===== src/rtl/elevator_scheduler.sv =====
// Elevator car scheduler: latches per-floor calls, chooses a travel direction,
// requests motor steps and door cycles, and tracks the current floor.
module elevator_scheduler #(
  parameter int NUM_FLOORS  = 4,
  parameter int START_FLOOR = 0
) (
  input  logic       CLK,
  input  logic       RST,
  input  logic [3:0] CallReq,
  input  logic       Step,
  input  logic       DoorDone,
  output logic       Moving,
  output logic       Dir,
  output logic [1:0] Floor,
  output logic [3:0] Pending,
  output logic       DoorReq
);

  localparam logic [1:0] S_IDLE    = 2'd0;
  localparam logic [1:0] S_MOVE    = 2'd1;
  localparam logic [1:0] S_EVAL    = 2'd2;
  localparam logic [1:0] S_SERVICE = 2'd3;

  localparam logic [1:0] TOP_FLOOR   = 2'(NUM_FLOORS - 1);
  localparam logic [1:0] RESET_FLOOR = 2'(START_FLOOR);

  logic [1:0] state_reg, state_next;
  logic [1:0] floor_reg, floor_next;
  logic       dir_reg, dir_next;
  logic [3:0] pending_reg, pending_next;
  logic       moving_reg, door_req_reg;

  logic [3:0] floor_valid;
  logic [3:0] above_mask;
  logic [3:0] below_mask;
  logic [3:0] here_mask;
  logic [3:0] call_valid;
  logic       pend_above, pend_below, pend_here;
  logic       pend_ahead, pend_behind;
  logic [1:0] decide_state;
  logic       decide_flip;
  logic       clear_here;

  // Per-floor masks relative to the car position; floors past NUM_FLOORS never
  // latch a call.
  genvar gi;
  generate
    for (gi = 0; gi < 4; gi++) begin : g_floor
      assign floor_valid[gi] = (gi < NUM_FLOORS);
      assign above_mask[gi]  = (2'(gi) > floor_reg);
      assign below_mask[gi]  = (2'(gi) < floor_reg);
      assign here_mask[gi]   = (2'(gi) == floor_reg);
    end
  endgenerate

  assign call_valid  = CallReq & floor_valid;
  assign pend_above  = |(pending_reg & above_mask);
  assign pend_below  = |(pending_reg & below_mask);
  assign pend_here   = |(pending_reg & here_mask);
  assign pend_ahead  = dir_reg ? pend_above : pend_below;
  assign pend_behind = dir_reg ? pend_below : pend_above;

  // Scheduling decision used by IDLE and EVAL: serve here, keep going, or reverse.
  always_comb begin
    decide_state = S_IDLE;
    decide_flip  = 1'b0;
    if (pend_here) begin
      decide_state = S_SERVICE;
    end else if (pend_ahead) begin
      decide_state = S_MOVE;
    end else if (pend_behind) begin
      decide_state = S_MOVE;
      decide_flip  = 1'b1;
    end
  end

  // Next state, floor and direction; Step and DoorDone only matter in their own states.
  always_comb begin
    state_next = state_reg;
    floor_next = floor_reg;
    dir_next   = dir_reg;
    case (state_reg)
      S_IDLE, S_EVAL: begin
        state_next = decide_state;
        if (decide_flip) begin
          dir_next = ~dir_reg;
        end
      end
      S_MOVE: begin
        if (Step) begin
          state_next = S_EVAL;
          // Saturate at the end floors; the step still completes the move.
          if (dir_reg && (floor_reg != TOP_FLOOR)) begin
            floor_next = floor_reg + 2'd1;
          end else if (!dir_reg && (floor_reg != 2'd0)) begin
            floor_next = floor_reg - 2'd1;
          end
        end
      end
      S_SERVICE: begin
        if (DoorDone) begin
          state_next = S_EVAL;
        end
      end
      default: begin
        state_next = S_IDLE;
      end
    endcase
  end

  // Call lamps: new calls latch, the current floor clears on entry to and
  // during service, and both can happen on the same edge.
  always_comb begin
    clear_here   = (state_reg == S_SERVICE) || (state_next == S_SERVICE);
    pending_next = (pending_reg | call_valid) & floor_valid;
    if (clear_here) begin
      pending_next = pending_next & ~here_mask;
    end
  end

  // State and output registers; reset overrides every other input.
  always_ff @(posedge CLK) begin
    if (RST) begin
      state_reg    <= S_IDLE;
      floor_reg    <= RESET_FLOOR;
      dir_reg      <= 1'b1;
      pending_reg  <= 4'b0000;
      moving_reg   <= 1'b0;
      door_req_reg <= 1'b0;
    end else begin
      state_reg    <= state_next;
      floor_reg    <= floor_next;
      dir_reg      <= dir_next;
      pending_reg  <= pending_next;
      moving_reg   <= (state_next == S_MOVE);
      door_req_reg <= (state_next == S_SERVICE);
    end
  end

  assign Moving  = moving_reg;
  assign Dir     = dir_reg;
  assign Floor   = floor_reg;
  assign Pending = pending_reg;
  assign DoorReq = door_req_reg;

endmodule


===== config.mk =====
export PLATFORM = sky130hd
export DESIGN_NAME = elevator_scheduler
export DESIGN_NICKNAME = d
export VERILOG_FILES = /design/src/rtl/elevator_scheduler.sv
export SDC_FILE = /design/constraint.sdc
export NUM_CORES = 1
export LEC_CHECK = 0
export ABC_AREA = 1
export CORE_AREA = 2 2 39 41
export DETAILED_ROUTE_END_ITERATION = 8
export DIE_AREA = 0 0 41 43
export GPL_TIMING_DRIVEN = 0
export PLACE_DENSITY = 0.83
export SYNTH_ARGS = -nofsm -noshare
export SYNTH_HDL_FRONTEND = slang
export SYNTH_SLANG_ARGS = --single-unit

===== constraint.sdc =====
create_clock -name CLK -period 2.84 [get_ports CLK]
set_clock_uncertainty 0.2 [all_clocks]
set_input_delay 0.568 -clock CLK [delete_from_list [all_inputs] [get_ports CLK]]
set_output_delay 0.568 -clock CLK [all_outputs]
set_load 0.01 [all_outputs]

* Yosys cells after proc, flatten, opt, wreduce, memory -nomap -nowiden *
Cells that the tools add are included.

word-level totals
  output and inout port bits = 9
  register bits = 11
  input bits = 8

operators by class
  add/subtract/negate cells = 2
  magnitude comparators = 8
  bitwise operators = 7
  reduce and logical (&&, ||, !) cells = 14
  multiplexer cells = 14
  eq/ne operators = 9

operator list
  operator                                                              count
  4-bit bitwise AND                                                     4
  4-bit OR reduction                                                    3
  2-bit two-way mux                                                     5
  1-bit two-way mux                                                     7
  2-bit == test (second input constant)                                 3
  2-bit case mux with 3 select lines                                    1
  2-bit by 1-bit == test with 1-bit output (second input constant)      2
  2-bit == test (first input constant)                                  2
  1-bit by 2-bit > comparator with 1-bit output (first input constant)  2
  2-bit > comparator (first input constant)                             2
  2-bit zero test                                                       2
  1-bit by 2-bit < comparator with 1-bit output (first input constant)  2
  2-bit < comparator (first input constant)                             2
  4-bit two-way mux                                                     1
  4-bit NOT                                                             1
  4-bit bitwise OR                                                      1
  2-bit nonzero test                                                    2
  3-bit AND reduction                                                   1
  2-bit by 1-bit adder with 2-bit output (second input constant)        1
  1-bit by 2-bit == test with 1-bit output (first input constant)       1
  1-bit logical AND                                                     2
  2-bit != test (second input constant)                                 1
  2-bit AND reduction                                                   1
  2-bit OR reduction                                                    1
  other kinds (4)                                                       4

* Depth between registers and ports, before layout *
Gate-level depths: netlist (run 1).

  depth in word-level cells = 11
  gate-level depth with buffers = 10

* Worst setup path before layout (run 1) *
No wires, ideal clock.

  path kind = register to register
  start = reg floor_reg[1], in the netlist Floor[1]
  end = reg pending_reg[0], in the netlist Pending[0]
  buffers on the path = 0
  library setup time = 0.122 ns
  required time = 2.518 ns
  path slack = 1.158 ns
  cell stages (with the launch flop) = 11
  clock period less this slack = 1.682 ns
  arrival time = 1.361 ns
  cells stage by stage = dfxtp_1 -> inv_1 -> ha_1 -> inv_1 -> nand2_1 -> nor2_1 -> nor2_4 -> nand3_2 -> nand3_2 -> nand2_4 -> a21oi_2

on the way
  cells in the longest elaborated chain, start to end = 11
  elaborated cells on any way between the ends = 29
  those cells by class = order compare (8); eq/ne (4); mux (7); bitwise (5); reduce/logical (5)

RTL lines
  item                                                                         RTL line  RTL
  start: declaration                                                           28        logic [1:0] floor_reg, floor_next;
  start signal: assignment                                                     132       floor_reg <= floor_next;
  1-bit by 2-bit > comparator with 1-bit output, or another cell as far along  50        assign above_mask[gi] = (2'(gi) > floor_reg);
  4-bit bitwise AND, on equally long branches                                  57, 58
  4-bit OR reduction, on equally long branches                                 57, 58
  1-bit two-way mux                                                            61        assign pend_behind = dir_reg ? pend_below : pend_above;
  1-bit two-way mux                                                            71        end else if (pend_behind) begin
  1-bit two-way mux                                                            69        end else if (pend_ahead) begin
  2-bit two-way mux                                                            67        if (pend_here) begin
  2-bit case mux with 3 select lines                                           82        case (state_reg)
  2-bit == test                                                                114       clear_here = (state_reg == S_SERVICE) || (state_next == S_SERVICE);
  1-bit logical OR                                                             114
  4-bit two-way mux *                                                          116       if (clear_here) begin
  end signal: assignment                                                       134       pending_reg <= pending_next;
  end: declaration                                                             30        logic [3:0] pending_reg, pending_next;

Every way passes the cells marked *; elsewhere a longest branch is shown, timed or not.
A chain may end at the register's enable or synchronous reset.

* Worst setup path in the final report (run 1) *
  start = reg floor_reg[0], in the netlist Floor[0]
  end = out Floor[0]

RTL lines
  item              RTL line  RTL
  end: declaration  14        output logic [1:0] Floor,

No word-level cell between the ends.

==> impl_metrics.yaml, run 1 <==
status:
  status: "completed"
floorplanning:
  core_sq_mm: 0.00138
  die_x_um: 41
  num_rows: 14
  dieArea_sq_mm: 0.00176
  num_io_pins: 17
  start_util: 0.453
  die_h_um: 43
sta:
  fmax_ghz: 0.501
  hold_viol: 0
  min_period_ns: 2.00
  setup_violations: 0
  post-route-period-util: 0.703
  worstMarginPinSlew_ns: 0.250
  fin_setup_tns_ns: 0
  layout_setup_ws_ns: 0.845
  slew_violations: 0
  grt_setup_unrepaired: "no"
  relSlewSlack: 0.833
pwr:
  p_per_area_mw_per_mm2: 623
  power_frac_seq: 0.385
  power_frac_clock: 0.211
  swShare: 0.372
  ir_worst_vdd_v: 0.000310
  intPower_mw: 0.326
  p_total_mw: 0.519
  p_leak_nw: 0.380
  switching_power_mw: 0.193
  p_comb_frac: 0.404
routing:
  drc: 0
  wl_per_cell_um: 11.2
  routed_wirelength_um: 1290
  drtIter0Drc: 8
  dr.pass1.iters: 4
  vias_per_cell: 4.86
  ant_nets: 0
  num_vias: 559
logic_synthesis:
  syn_avg_cell_area_sq_um: 7.93
  seq_area_frac_synth: 0.351
  syn_area_sq_um: 627
  ys_seq_elements: 11
  syn-num-nets: 93
  ys_warn_count: 0
  synthCells: 79
  yosysUniqueCellTypes: 20
placement:
  placed_cell_area_sq_um: 807
  post-place-ws_ns: 0.903
  io_buffers: 16
  gp_congestion: 0.782
  dpl.hpwl_um: 993
worst_setup_path:
  path_class: "register to output port"
  cp_cell_sequence: "clkdlybuf4s50_1"
  start_kind: "register"
  cp_top_family: "buffers and inverters"
  r2r-start: "Floor[1]"
  path_buf_inv: 1
  cp_data_arrival_time_ns: 1.23
  cp_max_fo: 5
  cp-end-kind: "output port"
  cp_slowest_cell: "clkdlybuf4s50_1"
  timing.rr.end: "Pending[1]"
  rrSetupSlack_ns: 1.05
  slowest_delay_ns: 0.56
  cp_data_required_time_ns: 2.07
  reg2regPathDepth: 9
clock_network:
  cts_sinks: 11
  worstSkewPairLatency_ns: 0.26
  cts_resized: 0
  htreeDepth: 1
  cts_buffers: 3
  clk_pin_slew_worst_paths_ns: 0.08
  cts.path.max_buffers: 2
  cts_tree: "done"
  hold_buffers: 0
  cts_setup_buffers: 0
  root_buffer: "clkbuf_4"
grt:
  gr-usage-all-layers: 0.175
  grt_max_degree: 8
  overflow: 0
  antenna_found_initial: 0
  grt_pass1_vias: 518
  grt_pass1_wl_um: 2150
worst_hold_path:
  min_path_cells: 2
  min_to: "Dir"
  hp-class: "register to register"
  hp-start: "Dir"
final_layout:
  post-route-util: 0.602
  diodes: 0
  final_area_sq_um: 833
  layout_commonest_cell: "nand2_1"
  nets: 114
  largest_reg_flops: 4
  fillCellCount: 125
  drive_above_1_share: 0.172
  area_delta_synth_final_pct: 32.9
  layout_common_cells: "nand2_1, clkdlybuf4s50_1, dfxtp_1"
run:
  drv_cap: 0
through the flow:
stage          cells  hold WS [ns]
4_1_cts          115         0.353
3_5_place_dp     111         0.340
2_1_floorplan     79         0.340
6_report         115         0.354
3_3_place_gp     111         0.315
5_1_grt          115         0.386
worst max-delay path by stage:
stage / cells after the start / end / start
after floorplan: 10 / Pending[0] / Floor[1]
after global placement: 6 / Pending[1] / Step
after detailed placement: 6 / Pending[1] / Step
after CTS: 1 / Floor[0] / Floor[0]
after global routing: 1 / Floor[0] / Floor[0]
final: 1 / Floor[0] / Floor[0]
cell type report:
| cell class | instances | area [sq um] | share of cell area |
|---|---|---|---|
| sequential | 11 | 220 | 0.264 |
| timing repair buffer | 16 | 160 | 0.192 |
| clock buffer | 4 | 26.3 | 0.0315 |
| tap | 16 | 20.0 | 0.0240 |
| multi-input combinational | 59 | 373 | 0.447 |
| inverter | 9 | 33.8 | 0.0405 |
Yosys cell counts (all sizes together):
master,number,area (sq um)
a211oi,1,7.51
a21oi,5,40.0
dfxtp,11,220
ha,6,75.1
inv,9,33.8
nand2,20,85.1
nand3,6,45.0
nor2,10,55.1
nor3,2,10.0
o21ai,6,30.0
o221ai,1,8.76
o31ai,1,7.51
xor2,1,8.76
power groups by stage:
stage / clock [mW] / combinational, mW / sequential, mW
global placement: 0 / 0.203 / 0.202
floorplan: 0 / 0.128 / 0.210
finish: 0.109 / 0.210 / 0.200
CTS: 0.111 / 0.210 / 0.200
detailed placement: 0 / 0.209 / 0.204
global route: 0.119 / 0.232 / 0.204
metal layers:
| metal | track usage | routed length, um | up-vias |
|---|---|---|---|
| met5 | 0 | 0 | - |
| met2 | 0.259 | 634 | 5 |
| met4 | 0.0800 | 10 | 0 |
| met3 | 0.0314 | 40 | 2 |
| met1 | 0.236 | 602 | 255 |
| li1 | - | - | 297 |
logic make-up (layout without fill, tap and decap cells):
logic type | after synthesis | after routing | synth area share
and+or+nand+nor | 38 | 38 | 0.311
AOI/OAI and AO/OA | 14 | 14 | 0.150
DFF | 11 | 11 | 0.351
buffers and inverters | 9 | 29 | 0.0539
adders and majority gates | 6 | 6 | 0.120
xor gates and xnor gates | 1 | 1 | 0.0140
(Power assumes the default switching activity.)
==> inputs of run 2 (changes only) <==
--- a/config.mk
+++ b/config.mk
@@ -6,11 +6,11 @@
 export NUM_CORES = 1
 export LEC_CHECK = 0
 export ABC_AREA = 1
-export CORE_AREA = 2 2 39 41
+export CORE_MARGIN = 2
+export CORE_UTILIZATION = 45
 export DETAILED_ROUTE_END_ITERATION = 8
-export DIE_AREA = 0 0 41 43
 export GPL_TIMING_DRIVEN = 0
-export PLACE_DENSITY = 0.83
+export PLACE_DENSITY = 0.8
 export SYNTH_ARGS = -nofsm -noshare
 export SYNTH_HDL_FRONTEND = slang
 export SYNTH_SLANG_ARGS = --single-unit
==> constraint.sdc (replaced) <==
create_clock -name CLK -period 2 [get_ports CLK]
set_clock_uncertainty 0.2 [all_clocks]
set_input_delay 0.4 -clock CLK [delete_from_list [all_inputs] [get_ports CLK]]
set_output_delay 0.4 -clock CLK [all_outputs]
set_load 0.01 [all_outputs]
==> impl_metrics.yaml, run 2 (same netlist as run 1, synthesis figures left out) <==
worst_setup_path:
  rrSetupSlack_ns: 0.18
  path_buf_inv: 1
  cp_data_required_time_ns: 1.40
  critPathLaunch: "Floor[1]"
  cp_max_fo: 5
  cp_data_arrival_time_ns: 1.25
  reg2regPathDepth: 10
  slowest_delay_ns: 0.57
  path_depth: 1
  r2r-start: "Floor[1]"
  start_kind: "register"
  path_class: "register to output port"
  cp_slowest_cell: "clkdlybuf4s50_1"
  cp_cell_sequence: "clkdlybuf4s50_1"
  cp_top_family: "buffers and inverters"
  cp-end-kind: "output port"
grt:
  overflow: 0
  antenna_found_initial: 0
  use_met1: 0.262
  gr-usage-all-layers: 0.184
  grt_max_degree: 8
  grt_pass1_wl_um: 1960
  use_met2: 0.250
  top_usage_layer: "met1"
  grt_pass1_vias: 477
  grt_util_met3: 0.0319
floorplanning:
  die_x_um: 41.3
  num_io_pins: 17
  start_util: 0.482
  num_rows: 13
  die_h_um: 41.3
  dieArea_sq_mm: 0.00171
  core_sq_mm: 0.00130
clock_network:
  hold_buffers: 0
  worstSkewPairLatency_ns: 0.27
  cts_buffers: 3
  cts_tree: "done"
  root_buffer: "clkbuf_4"
  cts_setup_buffers: 0
  htreeDepth: 1
  clk_pin_slew_worst_paths_ns: 0.07
  cts_resized: 0
  cts.path.max_buffers: 2
  cts_sinks: 11
routing:
  num_vias: 574
  drtIter0Drc: 8
  ant_nets: 0
  drc: 0
  routed_wirelength_um: 1270
  vias_per_cell: 5.04
  wl_per_cell_um: 11.2
  dr.pass1.iters: 3
sta:
  fin_setup_tns_ns: 0
  relSlewSlack: 0.851
  slew_violations: 0
  setup_violations: 0
  fmax_ghz: 0.540
  min_period_ns: 1.85
  layout_setup_ws_ns: 0.149
  hold_viol: 0
  grt_setup_unrepaired: "no"
  worstMarginPinSlew_ns: 0.223
  post-route-period-util: 0.926
run:
  drv_cap: 0
worst_hold_path:
  hp-class: "register to register"
  min_path_cells: 2
  hp-start: "Dir"
placement:
  io_buffers: 16
  placed_cell_area_sq_um: 806
  place_inst: 110
  gp_congestion: 0.798
  dpl.hpwl_um: 1000
  post-place-ws_ns: 0.204
pwr:
  p_per_area_mw_per_mm2: 882
  p_leak_nw: 0.380
  ir_worst_vdd_v: 0.000428
final_layout:
  diodes: 0
  nets: 114
  drive_above_1_share: 0.172
  stdcell_count: 114
  layout_common_cells: "nand2_1, clkdlybuf4s50_1, dfxtp_1"
  final_area_sq_um: 832
  largest_reg_flops: 4
  layout_commonest_cell: "nand2_1"
  area_delta_synth_final_pct: 32.7
status:
  status: "completed"
[run 2: cell counts in the layout (fill, tap and decap cells not counted)]
Identical to the previous run, type by type.
[run 2: where the power goes]
group,switching [mW],internal [mW]
registers,0.0293,0.255
logic,0.163,0.131
clock network,0.0784,0.0773
[run 2: path summary, 6_finish.rpt]
path,end
setup / recovery,Floor[1]
hold / removal,Dir
setup reg to reg,Pending[3]
hold reg to reg,Dir
[run 2: stage by stage]
stage / power, mW / hold slack [ns] / util
floorplan: 0.480 / 0.272 / -
global placement: 0.578 / 0.320 / 0.619
detailed placement: 0.585 / 0.340 / 0.619
CTS: 0.745 / 0.350 / 0.639
global route: 0.785 / 0.395 / 0.639
finish: 0.734 / 0.345 / 0.639
[run 2: area by class of cell]
type,instances,area [sq um]
well taps,15,18.8
repair buffers,16,160
multi-input cells,59,373
flip-flops and latches,11,220
clock buffers,4,26.3
fillers,132,469
inverters,9,33.8
[run 2: metal layers]
| metal | wire, um | vias to the layer above |
|---|---|---|
| li1 | - | 298 |
| met1 | 634 | 262 |
| met2 | 567 | 9 |
| met3 | 33 | 5 |
| met4 | 37 | 0 |
| met5 | 0 | - |
